==> config.mk <==
export PLATFORM = sky130hd
export DESIGN_NAME = fetch_prefetch_queue_flat
export DESIGN_NICKNAME = d
export VERILOG_FILES = /design/src/rtl/fetch_prefetch_queue_if.sv /design/src/rtl/fetch_prefetch_queue.sv /design/src/flat_wrapper.sv
export SDC_FILE = /design/constraint.sdc
export NUM_CORES = 1
export LEC_CHECK = 0
export CORE_ASPECT_RATIO = 0.5
export CORE_UTILIZATION = 50
export DETAILED_ROUTE_END_ITERATION = 12
export GPL_TIMING_DRIVEN = 0
export MAX_ROUTING_LAYER = met4
export PLACE_DENSITY = 0.76
export SLEW_MARGIN = 0
export SYNTH_ARGS = -nofsm -noshare
export SYNTH_HDL_FRONTEND = slang
export SYNTH_SLANG_ARGS = --single-unit
==> constraint.sdc <==
create_clock -name clk_i -period 3.28 [get_ports clk_i]
set_input_delay 0.656 -clock clk_i [delete_from_list [all_inputs] [get_ports clk_i]]
set_output_delay 0.656 -clock clk_i [all_outputs]
set_load 0.1 [all_outputs]
==> src/rtl/fetch_prefetch_queue_if.sv <==
// Bundle of instruction-memory, CPU-side and redirect signals for the prefetch queue.
// The slave modport is the queue itself; the master modport is its environment.
interface fetch_prefetch_queue_if;
    logic        imem_req_o;
    logic [31:0] imem_addr_o;
    logic        imem_ack_i;
    logic [31:0] imem_data_i;
    logic        valid_o;
    logic        ready_i;
    logic [31:0] instr_o;
    logic [31:0] pc_o;
    logic        redirect_i;
    logic [31:0] redirect_pc_i;
    logic [4:0]  count_o;

    modport slave (
        output imem_req_o, imem_addr_o, valid_o, instr_o, pc_o, count_o,
        input  imem_ack_i, imem_data_i, ready_i, redirect_i, redirect_pc_i
    );

    modport master (
        input  imem_req_o, imem_addr_o, valid_o, instr_o, pc_o, count_o,
        output imem_ack_i, imem_data_i, ready_i, redirect_i, redirect_pc_i
    );
endinterface

==> src/rtl/fetch_prefetch_queue.sv <==
// Instruction prefetch queue: keeps one memory fetch in flight and buffers up to DEPTH
// instructions with their PCs; a redirect flushes the queue and squashes the in-flight fetch.
module fetch_prefetch_queue #(
    parameter int unsigned DEPTH    = 4,
    parameter logic [31:0] RESET_PC = 32'h0000_0000
) (
    input  logic                         clk_i,
    input  logic                         rst_i,
    fetch_prefetch_queue_if.slave        bus
);
    localparam int unsigned   AW     = $clog2(DEPTH);
    localparam logic [4:0]    DepthC = 5'(DEPTH);
    localparam logic [AW-1:0] PtrOne = AW'(1);

    localparam logic [1:0] StIdle   = 2'd0;
    localparam logic [1:0] StWait   = 2'd1;
    localparam logic [1:0] StSquash = 2'd2;

    logic [1:0]    state_q, state_d;
    logic [31:0]   pc_q, pc_d;
    logic [31:0]   req_addr_q, req_addr_d;
    logic [4:0]    count_q, count_d;
    logic [AW-1:0] rd_ptr_q, rd_ptr_d;
    logic [AW-1:0] wr_ptr_q, wr_ptr_d;
    logic [31:0]   instr_mem_q [DEPTH];
    logic [31:0]   pc_mem_q    [DEPTH];

    logic          req_active;
    logic          ack;
    logic          push;
    logic          pop;
    logic          valid;
    logic [31:0]   pc_inc;
    logic [31:0]   redirect_pc;
    logic          unused_redirect_lsb;

    assign req_active  = (state_q != StIdle);
    assign ack         = req_active & bus.imem_ack_i;
    assign valid       = (count_q != 5'd0);
    assign push        = (state_q == StWait) & bus.imem_ack_i & ~bus.redirect_i;
    assign pop         = valid & bus.ready_i & ~bus.redirect_i;
    assign pc_inc      = pc_q + 32'd4;
    assign redirect_pc = {bus.redirect_pc_i[31:2], 2'b00};
    assign unused_redirect_lsb = ^bus.redirect_pc_i[1:0];

    always_comb begin
        state_d    = state_q;
        pc_d       = pc_q;
        req_addr_d = req_addr_q;
        count_d    = count_q;
        rd_ptr_d   = rd_ptr_q;
        wr_ptr_d   = wr_ptr_q;

        if (bus.redirect_i) begin
            count_d  = 5'd0;
            rd_ptr_d = '0;
            wr_ptr_d = '0;
            pc_d     = redirect_pc;
        end else begin
            if (push) wr_ptr_d = wr_ptr_q + PtrOne;
            if (pop)  rd_ptr_d = rd_ptr_q + PtrOne;
            count_d = count_q + {4'd0, push} - {4'd0, pop};
        end

        case (state_q)
            StIdle: begin
                if (!bus.redirect_i && (count_q < DepthC)) begin
                    state_d    = StWait;
                    req_addr_d = pc_q;
                end
            end
            StWait: begin
                if (ack) begin
                    if (bus.redirect_i) begin
                        state_d = StIdle;
                    end else begin
                        pc_d = pc_inc;
                        // Back-to-back fetch only while the post-update queue has room.
                        if (count_d < DepthC) begin
                            req_addr_d = pc_inc;
                        end else begin
                            state_d = StIdle;
                        end
                    end
                end else if (bus.redirect_i) begin
                    state_d = StSquash;
                end
            end
            StSquash: begin
                if (ack) state_d = StIdle;
            end
            default: state_d = StIdle;
        endcase
    end

    always_ff @(posedge clk_i or posedge rst_i) begin
        if (rst_i) begin
            state_q    <= StIdle;
            pc_q       <= RESET_PC;
            req_addr_q <= RESET_PC;
            count_q    <= 5'd0;
            rd_ptr_q   <= '0;
            wr_ptr_q   <= '0;
        end else begin
            state_q    <= state_d;
            pc_q       <= pc_d;
            req_addr_q <= req_addr_d;
            count_q    <= count_d;
            rd_ptr_q   <= rd_ptr_d;
            wr_ptr_q   <= wr_ptr_d;
        end
    end

    // Storage needs no reset: entries are only visible once counted.
    always_ff @(posedge clk_i) begin
        if (push) begin
            instr_mem_q[wr_ptr_q] <= bus.imem_data_i;
            pc_mem_q[wr_ptr_q]    <= pc_q;
        end
    end

    // In SQUASH the fetch PC may already hold the redirect target, so the bus address is latched.
    assign bus.imem_req_o  = req_active;
    assign bus.imem_addr_o = req_active ? req_addr_q : pc_q;
    assign bus.valid_o     = valid;
    assign bus.count_o     = count_q;
    assign bus.instr_o     = valid ? instr_mem_q[rd_ptr_q] : 32'd0;
    assign bus.pc_o        = valid ? pc_mem_q[rd_ptr_q] : 32'd0;
endmodule
==> src/flat_wrapper.sv <==
// flat-port wrapper written by rule: the top's interface ports become plain ports
module fetch_prefetch_queue_flat 
#(
    parameter int unsigned DEPTH    = 4,
    parameter logic [31:0] RESET_PC = 32'h0000_0000
)
  (clk_i, rst_i, bus_imem_req_o, bus_imem_addr_o, bus_valid_o, bus_instr_o, bus_pc_o, bus_count_o, bus_imem_ack_i, bus_imem_data_i, bus_ready_i, bus_redirect_i, bus_redirect_pc_i);
  fetch_prefetch_queue_if bus_i ();
  input  logic clk_i;
  input  logic rst_i;
  output wire logic [$bits(bus_i.imem_req_o)-1:0] bus_imem_req_o;
  output wire logic [$bits(bus_i.imem_addr_o)-1:0] bus_imem_addr_o;
  output wire logic [$bits(bus_i.valid_o)-1:0] bus_valid_o;
  output wire logic [$bits(bus_i.instr_o)-1:0] bus_instr_o;
  output wire logic [$bits(bus_i.pc_o)-1:0] bus_pc_o;
  output wire logic [$bits(bus_i.count_o)-1:0] bus_count_o;
  input wire logic [$bits(bus_i.imem_ack_i)-1:0] bus_imem_ack_i;
  input wire logic [$bits(bus_i.imem_data_i)-1:0] bus_imem_data_i;
  input wire logic [$bits(bus_i.ready_i)-1:0] bus_ready_i;
  input wire logic [$bits(bus_i.redirect_i)-1:0] bus_redirect_i;
  input wire logic [$bits(bus_i.redirect_pc_i)-1:0] bus_redirect_pc_i;
  assign bus_imem_req_o = bus_i.imem_req_o;
  assign bus_imem_addr_o = bus_i.imem_addr_o;
  assign bus_valid_o = bus_i.valid_o;
  assign bus_instr_o = bus_i.instr_o;
  assign bus_pc_o = bus_i.pc_o;
  assign bus_count_o = bus_i.count_o;
  assign bus_i.imem_ack_i = bus_imem_ack_i;
  assign bus_i.imem_data_i = bus_imem_data_i;
  assign bus_i.ready_i = bus_ready_i;
  assign bus_i.redirect_i = bus_redirect_i;
  assign bus_i.redirect_pc_i = bus_redirect_pc_i;
  fetch_prefetch_queue #(.DEPTH(DEPTH), .RESET_PC(RESET_PC)) u_core (.clk_i(clk_i), .rst_i(rst_i), .bus(bus_i));
endmodule
**Word-level counts from Yosys, hierarchy flattened**

Memory sizes are Yosys's and may differ from the RTL's.
Cells that the tools add are included.

- $lt $le $gt $ge: 2
- $add $sub $neg: 5
- Eq/ne operators: 9
- $mul: 0
- Bitwise logic cells: 6
- Mux-type cells: 26
- Shift-type cells: 0
- Reductions and logical operators: 10
- Divide/modulo/power cells: 0

Operators by type and width:

| kind | number |
|---|---|
| $mux W32 | 11 |
| $pmux W32 S2 | 1 |
| $add A32 B3 Y32 const B | 1 |
| $mux W2 | 10 |
| $lt A5 B3 Y1 const B | 2 |
| $reduce_bool A2 Y1 | 4 |
| $ne A2 B1 Y1 const B | 3 |
| $pmux W2 S3 | 1 |
| $add A5 B1 Y5 | 1 |
| $and A1 B1 Y1 | 5 |
| $mux W5 | 1 |
| $reduce_and A5 Y1 | 1 |
| $reduce_bool A5 Y1 | 1 |
| $sub A5 B1 Y5 | 1 |
| $add A2 B1 Y2 const B | 2 |
| $ne A2 B2 Y1 const B | 2 |
| $reduce_and A4 Y1 | 1 |
| $ne A3 B2 Y1 const B | 1 |
| $ne A3 B3 Y1 const B | 1 |
| $eq A2 B1 Y1 const B | 1 |
| $eq A2 B2 Y1 const B | 1 |
| $logic_not A2 Y1 | 1 |
| $mux W1 | 2 |
| $logic_and A1 B1 Y1 | 1 |
| other kinds (2) | 2 |

- Memory bits (read-only): 0
- Output and inout bits: 103
- Register bits after elaboration: 75
- RAM bits: 256
- Bits in latches: 0
- Memories: 2

Memories:

| name | depth | width | rd ports | clocked after Yosys merged registers in | wr ports | RTL line | text |
|---|---|---|---|---|---|---|---|
| u_core.instr_mem_q | 4 | 32 | 1 | 0 | 1 | fetch_prefetch_queue.sv:25 | `logic [31:0] instr_mem_q [DEPTH];` |
| u_core.pc_mem_q | 4 | 32 | 1 | 0 | 1 | fetch_prefetch_queue.sv:26 | `logic [31:0] pc_mem_q [DEPTH];` |

**Depth between registers and ports, before layout**

- Depth after elaboration: 11
- Gate-level depth with buffers: 16

**Worst setup path before layout**

Ideal clock, no wire load.

- Path type: register to output
- Start: register u_core.count_q[2] (netlist: u_core.bus.count_o[2])
- End: output bus_instr_o[22]
- Path slack: -0.675 ns
- Cell stages (with the launch flop): 6
- Data arrival time: 3.299 ns
- Buffers on the path: 1
- Cell sequence: dfrtp_1 inv_1 ha_1 nand4_1 clkbuf_1 and2_1

- Longest elaborated chain between the ends: 2

RTL lines:

| item | RTL line | text |
|---|---|---|
| start, declared | fetch_prefetch_queue.sv:22 | `logic [4:0] count_q, count_d;` |
| start signal, assigned | fetch_prefetch_queue.sv:108 | `count_q <= count_d;` |
| $reduce_bool A5 Y1 | fetch_prefetch_queue.sv:39 | `assign valid = (count_q != 5'd0);` |
| named net bus_valid_o | flat_wrapper.sv:13 | `output wire logic [$bits(bus_i.valid_o)-1:0] bus_valid_o;` |
| $mux W32 | fetch_prefetch_queue.sv:127 | `assign bus.instr_o = valid ? instr_mem_q[rd_ptr_q] : 32'd0;` |
| end, declared | flat_wrapper.sv:14 | `output wire logic [$bits(bus_i.instr_o)-1:0] bus_instr_o;` |

The timed path passes the listed nets, and every way through them passes these cells.

**Worst setup path after layout**

- Start: register u_core.count_q[2] (netlist: u_core.bus.count_o[2])
- End: register u_core.req_addr_q[5]

- Longest elaborated chain between the ends: 8
- Elaborated cells between the ends (all ways): 12
- Classes of those cells: add/sub: 2; order compare: 2; eq/ne: 2; mux: 1; bitwise: 2; reduce/logical: 3

RTL lines:

| item | RTL line | text |
|---|---|---|
| parallel branches: the longest is 7 deep, another holds $add A5 B1 Y5 | - |  |
| $reduce_and A5 Y1 (no source line) (*) | - |  |
| end signal, assigned | fetch_prefetch_queue.sv:107 | `req_addr_q <= req_addr_d;` |
| end, declared | fetch_prefetch_queue.sv:21 | `logic [31:0] req_addr_q, req_addr_d;` |

Mark *: on every way between the ends.
A chain may end at the register's enable or synchronous reset.

==> run metrics <==
outcome finished with violations; violated checks DRC, setup timing; CP Launch Point u_core.bus.count_o[2]$_DFF_PP0_; distinct cell type count after synthesis 46; maximum net fanout on the critical path 7; first-pass GRT wire length 48090 um; Slew Limit Fails 0; r2r worst-path depth 16; worst path arrival time 3760 ps; post-DP HPWL 20100 um; clk_lat worst skew 560 ps; Setup crit end u_core.req_addr_q[5]$_DFFE_PP0P_; GR Util All Layers 0.2258; Placed Cells 1422; setup ws final -34.90 ps; vias in the first global route 8460; I/O pin total 172; Yosys top cell area share 0.5426; r2r setup slk -30 ps; Finish-stage setup viols 31; H-tree levels 1; DRC violations left 1; GR Util met3 0.03230; Pre-antenna DRT Iters 11; fmax 301.7 MHz; met1 global-route usage 0.3160; Die H 121.0 um; CP Capture Type register; root buffer cell clkbuf_16; WS Path Type register to register; Post-synth ARST share 0.2266; WL/cell 21.05 um; R2R Path Start u_core.bus.count_o[2]$_DFF_PP0_; gpl congestion 0.8550; Yosys top cell by area edfxtp_1; cell with the most instances after synthesis edfxtp_1; CTS Buffer Depth 3; hold_buf cts 0; TritonCTS Buffers 29; R2R Path End u_core.req_addr_q[5]$_DFFE_PP0P_; clock-pin slew on the worst setup and hold paths 70 ps; RSZ-0062 raised after global routing yes; Syn Inst Count 866; Commonest cells post-synth edfxtp_1, dfrtp_1, and2_1; Antenna Nets Post-Route 0; top post-synthesis cells by area edfxtp_1, dfrtp_1, mux4_2; maxcap violations 0; Top FF cell, synth edfxtp_1; EDFF count, synth 256; GRT busiest layer met2; Final Non-Filler Cells 1502; Core ar. 0.02776 mm^2; final wirelength 31620 um; Rows 43; CP Launch Type register; grt total ovfl 0; register bit total from synthesis 331; Hold Vio Cnt, Final 0; GR Util met2 0.3533; antenna violations before repair 2; DRT iter0 DRCs 725; DIE WIDTH 240.1 um; die area 0.02905 mm^2; Vias 8137; layout cell share with drive strength beyond 1 0.3381; Layout Skew 12.24 ps; largest net degree at the start of global routing 57; Net Count, Synth 948; Post-Syn Area 0.01417 mm^2; WP data required 3720 ps; Post-Syn Area per Cell 16.36 um^2; min-delay worst type input pin to asynchronous set/reset pin; Warnings, synthesis 0; Area Overhead vs Synth 27.21%; final period utilization 1.011; CTS Sinks 331; Worst Tran Pin Value 963.6 ps; I/O Buffers 169; minimum clock period 3315 ps; Layout Nets 1178; via density per instance 5.417; CTS tree done; sequential area share after synthesis 0.6751; normalized max-slew margin 0.3556; Starting Density 0.5103
repair_timing:
item                                    in CTS  in global routing
buffers inserted                            17                  5
gates cloned                                 3                  0
gates resized for setup                    519                 99
pin swaps                                   10                  7
endpoints found under the setup margin     131                 93
stage by stage:
| stage | area (um^2) | TNS, ps | worst slack (ps) | utilization | hold WS [ps] |
|---|---|---|---|---|---|
| floorplan | 14220 | -2738 | -95.50 | - | 460.2 |
| global placement | 16390 | -616530 | -1982 | 0.5903 | 470.1 |
| detailed placement | 16540 | -70460 | -1401 | 0.5957 | 481.7 |
| CTS | 17810 | -60.98 | -32.78 | 0.6416 | 383.8 |
| global route | 18020 | -3673 | -131.8 | 0.6492 | 396.6 |
| finish | 18020 | -646.5 | -34.90 | 0.6492 | 393.2 |
flip-flops by register name (all words and copies together), names as in the netlist:
name                count
u_core.rd_ptr_q         2
u_core.pc_q            32
u_core.bus.count_o      5
u_core.state_q          2
u_core.pc_mem_q       128
u_core.instr_mem_q    128
u_core.req_addr_q      32
u_core.wr_ptr_q         2
worst max-delay path: stages, from the launching register on:
cell and delay, ps:
dfrtp_2 420, inv_2 80, ha_4 120, nand4_1 210, clkbuf_8 240, nand2_4 70
nor2_4 40, ha_4 280, inv_4 40, ha_4 160, fa_2 400, o21bai_1 210
and3_4 240, a21oi_4 60, buf_12 180, buf_8 140, mux2_4 300
how the worst min path moves through the flow:
stage | start | to | slack (ps) | cells after the start
6_report | rst_i | u_core.req_addr_q[7]$_DFFE_PP0P_ | 390 | 2
5_1_grt | rst_i | u_core.req_addr_q[7]$_DFFE_PP0P_ | 400 | 2
4_1_cts | rst_i | u_core.req_addr_q[7]$_DFFE_PP0P_ | 380 | 2
3_5_place_dp | u_core.req_addr_q[19]$_DFFE_PP0P_ | u_core.req_addr_q[19]$_DFFE_PP0P_ | 480 | 1
3_3_place_gp | u_core.req_addr_q[13]$_DFFE_PP0P_ | u_core.req_addr_q[13]$_DFFE_PP0P_ | 470 | 1
2_1_floorplan | u_core.req_addr_q[12]$_DFFE_PP0P_ | u_core.req_addr_q[12]$_DFFE_PP0P_ | 460 | 1
cell families after synthesis:
logic type / share of synthesized area
flip-flops: 0.6751
AND/OR/NAND/NOR: 0.08487
XOR/XNOR: 0.03895
multiplexers: 0.1533
buffers and inverters: 0.01855
AO/OA/AOI/OAI: 0.01722
adder cells (fa/ha/maj): 0.01201
layer usage:
metal  vias up  routed length [um]  share of wire
li1       3700                   -              -
met1      4172               14120           0.45
met2       219               15360           0.49
met3        46                1579          0.050
met4         0                 554          0.018
met5         -                   0              0
layout by cell type (no fill, tap or decap), types with 6 or more instances in the layout:
cell type and instances:
edfxtp_1 256, clkdlybuf4s50_1 71, dfrtp_1 70, nand2_1 65, mux4_2 64, and2_1 55, buf_4 54, xor2_1 34
mux2_2 34, buf_2 33, xnor2_1 29, clkbuf_16 29, mux2_4 28, o21ai_0 26, clkdlybuf4s15_2 25, nor2_1 23
nand4_1 16, clkbuf_1 15, and2_4 14, buf_12 11, buf_6 11, nand3_1 10, clkbuf_2 10, ha_1 9
inv_1 8, nor2b_1 8, nor3_1 8, clkinv_2 8, buf_8 7, bufinv_16 6, buf_16 6
area by class of cell:
class                      instances  area [um^2]
antenna                            2        5.005
buffer                            49        329.1
clock buffer                      33        740.7
clock inverter                    20        256.5
fill                            1990         9739
inverter                          13        53.80
multi-input combinational        473         4566
sequential                       331         9570
tap                              382        478.0
timing repair buffer             199         2023
Power is not shown: default switching activity piles up to over one toggle a cycle in this logic, so the estimate is an artifact.
